### config.mk
export PLATFORM = sky130hd
export DESIGN_NAME = nt_level_driver
export DESIGN_NICKNAME = d
export VERILOG_FILES = /design/src/rtl/nt_level_driver.sv
export SDC_FILE = /design/constraint.sdc
export NUM_CORES = 1
export LEC_CHECK = 0
export BUFFER_PORTS_ARGS = -buffer_cell sky130_fd_sc_hd__buf_4
export CAP_MARGIN = 5
export CORE_MARGIN = 8
export CORE_UTILIZATION = 30
export CTS_CLUSTER_DIAMETER = 200
export DETAILED_ROUTE_END_ITERATION = 16
export REMOVE_ABC_BUFFERS = 1
export SYNTH_ARGS = -nofsm -noshare
export SYNTH_HDL_FRONTEND = slang
export SYNTH_SLANG_ARGS = --single-unit
### constraint.sdc
create_clock -name clk -period 3.2 [get_ports clk]
set_input_delay 0.64 -clock clk [delete_from_list [all_inputs] [get_ports clk]]
set_output_delay 0.64 -clock clk [all_outputs]
set_load 0.01 [all_outputs]
### src/rtl/nt_level_driver.sv
// -----------------------------------------------------------------------------
// nt_level_driver
//
// Closed-loop command source for an nt_neurotransmitter_level register. On an
// accepted request it latches a target and walks the register's value (fed back
// on `level`) towards it with rate-limited inc/dec strobes, qualifying a strobe
// with `fast` while the remaining distance is large. It reports `done` when the
// level matches the target, or `timeout` after MAX_STEPS strobes. `flush`
// abandons any operation and pulses `setval`.
//
// Ports
//   clk      in   1  clock, rising edge
//   rst_n    in   1  asynchronous active-low reset
//   req      in   1  start request, sampled only while idle
//   target   in   N  target level, latched on an accepted request
//   level    in   N  current value of the driven level register
//   flush    in   1  highest priority: pulse setval and abandon operation
//   inc      out  1  increment strobe
//   dec      out  1  decrement strobe
//   fast     out  1  fast-step qualifier, only high together with inc or dec
//   setval   out  1  set-to-SET_VAL strobe
//   busy     out  1  operation in progress
//   done     out  1  one-cycle pulse, level reached the latched target
//   timeout  out  1  one-cycle pulse, MAX_STEPS strobes issued without success
//
// Every output is a flop; none depends combinationally on an input.
// -----------------------------------------------------------------------------
module nt_level_driver #(
    parameter int N           = 8,
    parameter int FAST_STEP   = 3,
    parameter int FAST_THRESH = 4,
    parameter int TICK_DIV    = 4,
    parameter int MAX_STEPS   = 64
) (
    input  logic         clk,
    input  logic         rst_n,
    input  logic         req,
    input  logic [N-1:0] target,
    input  logic [N-1:0] level,
    input  logic         flush,
    output logic         inc,
    output logic         dec,
    output logic         fast,
    output logic         setval,
    output logic         busy,
    output logic         done,
    output logic         timeout
);

    localparam int TW = (TICK_DIV > 1) ? $clog2(TICK_DIV) : 1;
    localparam int SW = $clog2(MAX_STEPS + 1);

    localparam logic [TW-1:0] TICK_RELOAD = TW'(TICK_DIV - 1);
    localparam logic [SW-1:0] STEP_LIMIT  = SW'(MAX_STEPS);

    // A fast step must never jump past the target, so the threshold is never
    // allowed below the register's fast step size.
    localparam int FAST_THRESH_EFF = (FAST_THRESH < FAST_STEP) ? FAST_STEP : FAST_THRESH;

    typedef enum logic [1:0] {
        IDLE,
        WAIT_TICK,
        STEP,
        SETTLE
    } state_t;

    state_t        state;
    logic [N-1:0]  tgt_q;
    logic [TW-1:0] tick_cnt;
    logic [SW-1:0] step_cnt;

    logic [N-1:0]  diff;
    logic          fast_next;

    // Unsigned distance between target and level; never wraps.
    always_comb begin
        diff      = (level > tgt_q) ? (level - tgt_q) : (tgt_q - level);
        fast_next = (int'(diff) >= FAST_THRESH_EFF);
    end

    // NOTE: all state and outputs are flops, so every assignment here is
    // non-blocking; blocking ones would make the read order inside this block
    // change behaviour and mismatch between simulation and synthesis.
    always_ff @(posedge clk or negedge rst_n) begin
        if (!rst_n) begin
            state    <= IDLE;
            // NOTE: tgt_q is plain datapath, but it is cheap and keeps the
            // reset state fully defined, so it is cleared with the control.
            tgt_q    <= '0;
            tick_cnt <= '0;
            step_cnt <= '0;
            inc      <= 1'b0;
            dec      <= 1'b0;
            fast     <= 1'b0;
            setval   <= 1'b0;
            busy     <= 1'b0;
            done     <= 1'b0;
            timeout  <= 1'b0;
        end else begin
            // Strobes and pulses last a single cycle unless re-asserted below.
            inc     <= 1'b0;
            dec     <= 1'b0;
            fast    <= 1'b0;
            setval  <= 1'b0;
            done    <= 1'b0;
            timeout <= 1'b0;

            if (flush) begin
                setval <= 1'b1;
                busy   <= 1'b0;
                state  <= IDLE;
            end else begin
                case (state)
                    IDLE: begin
                        if (req) begin
                            tgt_q    <= target;
                            tick_cnt <= TICK_RELOAD;
                            step_cnt <= '0;
                            busy     <= 1'b1;
                            state    <= WAIT_TICK;
                        end
                    end

                    WAIT_TICK: begin
                        if (tick_cnt != '0) begin
                            tick_cnt <= tick_cnt - 1'b1;
                        end else if (level == tgt_q) begin
                            done  <= 1'b1;
                            busy  <= 1'b0;
                            state <= IDLE;
                        end else begin
                            // The strobe flops are loaded here so they are
                            // high for exactly the STEP cycle.
                            inc   <= (level < tgt_q);
                            dec   <= (level > tgt_q);
                            fast  <= fast_next;
                            state <= STEP;
                        end
                    end

                    STEP: begin
                        step_cnt <= step_cnt + 1'b1;
                        state    <= SETTLE;
                    end

                    SETTLE: begin
                        // The level register has absorbed the strobe by now;
                        // the next comparison happens after a fresh tick wait.
                        if (step_cnt == STEP_LIMIT) begin
                            timeout <= 1'b1;
                            busy    <= 1'b0;
                            state   <= IDLE;
                        end else begin
                            tick_cnt <= TICK_RELOAD;
                            state    <= WAIT_TICK;
                        end
                    end

                    default: begin
                        busy  <= 1'b0;
                        state <= IDLE;
                    end
                endcase
            end
        end
    end

endmodule

Word level (Yosys, flattened, before mapping)
Cells that the tools add are included.

$add $sub $neg: 4. $lt $le $gt $ge: 3. Equal/unequal tests: 12. Muxes and demuxes: 39. Bitwise gates (word level): 1. Reductions and logical operators: 10.

Operators by type and width (number): 1-bit two-way mux (26); 8-bit subtractor (2); 2-bit two-way mux (7); 7-bit case mux with 2 select lines (1); 3-bit inequality test (second input constant) (4); 5-bit AND reduction (2); 8-bit equality test (1); 8-bit by 3-bit >= comparator with 1-bit output (second input constant) (1); 8-bit greater-than comparator (1); 8-bit < comparator (1); 8-bit two-way mux (1); 2-bit case mux with 4 select lines (1); 7-bit by 1-bit adder with 7-bit output (second input constant) (1); 7-bit equality test (second input constant) (1); 7-bit two-way mux (1); 2-bit inequality test (second input constant) (3); 2-bit case mux with 3 select lines (1); 3-bit AND reduction (2); 2-bit equality test (second input constant) (2); 2-bit nonzero test (2); 4-bit nonzero test (1); 1-bit case mux with 3 select lines (1); 3-bit nonzero test (1); 2-bit by 1-bit equality test with 1-bit output (second input constant) (1); 4 further kinds (4).

Bits in registers: 26. Input port bits: 20.

Logic depth before layout (Yosys ltp)
Depth after elaboration: 7. Mapped depth: 9.

Least setup slack after synthesis
No wires, ideal clock.

Path kind: input port to flip-flop. Start: input port level[4]. End: register fast. Data arrival time: 2067 ps. Setup slack: 984 ps. Cell stages on the path: 8. Path buffers: 0. Path through: inv_1 ha_1 xor2_1 nor3_2 a31oi_1 or4_1 a2111oi_2 a311oi_1.

Word-level cells in the longest chain between the ends: 7. Elaborated cells on any way between the ends: 10.

RTL lines: start: declaration (line 39) `input logic [N-1:0] level,`; 8-bit subtractor / 8-bit greater-than comparator (equally long branches) (line 77) `diff = (level > tgt_q) ? (level - tgt_q) : (tgt_q - level);`; 8-bit two-way mux (line 77); 8-bit by 3-bit >= comparator with 1-bit output (line 78) `fast_next = (int'(diff) >= FAST_THRESH_EFF);`; 1-bit two-way mux * (line 127) `end else if (level == tgt_q) begin`; 1-bit two-way mux * (line 125) `if (tick_cnt != '0) begin`; 1-bit two-way mux * (line 113) `case (state)`; 1-bit two-way mux * (line 108) `if (flush) begin`; end signal: assignment (line 136) `fast <= fast_next;`; end: declaration (line 43) `output logic fast,`.

Mark *: on every way between the ends. The rest lies on a longest branch, timed or not. A chain may end at the register's enable or synchronous reset.

Worst setup path in the final report
Same ends and word-level chain as after synthesis.

==> out/qor.txt <==
Status = finished clean
Initial antenna violation count = 0
Quantity of I/O buffers inserted on ports = 26
Worst skew pair latency = 0.28 ns
Hold Crit Class = input port to asynchronous set/reset pin
Setup TNS = 0 ns
Final wirelength = 3439 um
CTS tree = yes
Yosys cell types = 43
Io pins = 27
Reg clk slew, reported paths = 0.10 ns
Vias = 1353
Layout cell share with drive strength beyond 1 = 17.05%
GP Congestion = 0.7690
Count of pins over their slew limit = 0
# clock sinks = 26
Clock Tree Root = clkbuf_8
DR iter-0 viols = 68
Postcts setup bufs = 0
Largest net degree at the start of global routing = 27
Max frequency = 0.4367 GHz
Placed Area = 1961 sq um
Chip height = 91.26 um
Dpl hpwl = 2609 um
CP Data Required Time = 3.34 ns
Worst reg2reg path depth = 7
Vias in the first global route = 1330
1st-pass router iterations = 4
Area leader, netlist = dfrtp_1
EDFF count, synth = 0
Period utilization = 71.56%
Worst vdd ir = 0.1892 mV
Register area share after synthesis = 38.29%
Power Density = 480.8 nW/um^2
Post-Syn Instances = 193
Top-count cell post-synth = dfrtp_1
FF-to-FF Start = tgt_q[4]$_DFFE_PN0P_
Synth warnings = 0
DIE WIDTH = 91.26 um
RSZ-0062 raised after global routing = no
Routed len/inst = 11.90 um
Post-synth ARST share = 100.0%
R2R Setup Slk = 1.00 ns
Post_cts resized = 0
Die ar. = 8327 sq um
Synthesized area per cell = 8.804 sq um
Detail-routed via count per cell = 4.682
Critical Path Fanout Max = 11
Total GRT Usage = 8.602%
Worst Setup End Kind = flop
CTS H-tree depth = 1
Filler Cell Count = 594
Design area = 2032 sq um
DR DRC count = 0
Crit path DAT = 2.43 ns
Synth cell count leaders = dfrtp_1 (26), inv_1 (20), ha_1 (18), nor2_1 (18), nand2_1 (16)
Hold buffers post-CTS = 0
Tightest Pin Transition = 0.3841 ns
Starting Density = 31.05%
Synth Cell Area = 1699 sq um
RR Endpoint = fast$_DFF_PN0_
Register bit total from synthesis = 26
Post-DRT Antenna Nets = 0
Worst setup path end = fast$_DFF_PN0_
CORE AREA = 5473 sq um
Layout area overhead = 19.59%
Top cells by area, synth = dfrtp_1 (38%), ha_1 (13%), inv_1 (4.4%)
ANT cells = 0
Grt ovf = 0
Relative slew slack = 74.12%
Max cap viols = 0
Area of the multi-input gates = 942.2 sq um
Worst clock skew = 0.002349 ns
Worst setup path category = input port to flop
Ys flop type = dfrtp_1
Tot Pwr = 976.9 uW
Row count = 27
Final min period = 2.290 ns
Register Area = 650.6 sq um
LEAKAGE = 0.0009872 uW
First-pass GRT wire length = 6023 um
Hold Violations, Final = 0
Critical path origin = level[4]
CTS buffer count = 3
Fin nets = 256
Finish-stage setup viols = 0
Area fraction of the dominant cell type after synthesis = 38.29%
Clock buffer depth = 2
Worst setup SP type = input port
per-layer routing:
layer,track usage [%],routed length (um)
met1,11.64,1778
met2,13.12,1500
met3,1.235,98
met4,4.093,61
met5,0,0
layout make-up:
type	count	area share, %
Clock buffer	3	2.032
Clock inverter	1	1.478
Inverter	20	3.695
Multi-Input combinational cell	140	46.37
Sequential cell	26	32.02
Tap cell	72	4.433
Timing Repair Buffer	27	9.975
cells in the final DEF, fill, tap and decap left out, types with 2 or more instances in the layout:
master | Yosys | final
a21boi_0 | 2 | 2
a21o_1 | 5 | 5
a21oi_1 | 11 | 11
a31oi_1 | 3 | 3
and4_1 | 2 | 2
buf_4 | 1 | 27
clkbuf_8 | 0 | 3
dfrtp_1 | 26 | 26
ha_1 | 18 | 18
inv_1 | 20 | 20
nand2_1 | 16 | 16
nand2b_1 | 3 | 3
nand3_1 | 5 | 5
nand4_1 | 3 | 3
nor2_1 | 18 | 18
nor2b_1 | 2 | 2
nor3_1 | 6 | 5
nor3_2 | 1 | 2
nor3b_1 | 2 | 2
o21ai_0 | 15 | 15
xnor2_1 | 2 | 2
xor2_1 | 7 | 7
power breakdown:
part           internal, uW  total [uW]  switching (uW)
Combinational           135         313             179
Clock                   168         282             115
Sequential              360         381            20.9
Total                   663         977             314
through the flow:
stage | instances | utilization, % | worst slack (ns) | hold WS [ns]
6_report | 289 | 37.13 | 0.9101 | 0.2523
5_1_grt | 289 | 37.13 | 0.7641 | 0.2819
4_1_cts | 289 | 37.13 | 0.9141 | 0.2719
3_5_place_dp | 285 | 35.83 | 0.6134 | 0.4697
3_3_place_gp | 285 | 35.83 | 0.6321 | 0.4555
2_1_floorplan | 186 | - | 0.8232 | 0.3444
registers in the layout, summed over array words and instances, names as in the netlist:
signal and count:
tgt_q 8, setval 1, step_cnt 7, dec 1, tick_cnt 2, inc 1, timeout 1, done 1
state 2, busy 1, fast 1
logic make-up after synthesis:
family                     Yosys count  synth area share, %
AOI/OAI and AO/OA                   46                17.08
xor gates and xnor gates             9                4.639
adders and majority gates           18                13.26
buffers and inverters               27                6.554
DFF                                 26                38.29
muxes                                1               0.5891
and+or+nand+nor                     66                19.59
worst min-delay path by stage:
stage                                  from                 endpoint  depth (start not counted)
CTS                                   rst_n     tgt_q[4]$_DFFE_PN0P_                          1
detailed placement  tick_cnt[0]$_DFFE_PN0P_  tick_cnt[0]$_DFFE_PN0P_                          1
global placement    tick_cnt[0]$_DFFE_PN0P_  tick_cnt[0]$_DFFE_PN0P_                          1
global route                          rst_n  tick_cnt[0]$_DFFE_PN0P_                          1
finish                                rst_n     tgt_q[4]$_DFFE_PN0P_                          1
floorplan                             rst_n         busy$_DFFE_PN0P_                          0
critical path: stages:
cell	delay [ns]
buf_4	0.08
inv_1	0.03
ha_1	0.44
xor2_1	0.21
nor3_2	0.12
a31oi_1	0.04
or4_1	0.43
a2111oi_2	0.36
a311oi_1	0.07
Power figures use the tool's default switching activity.
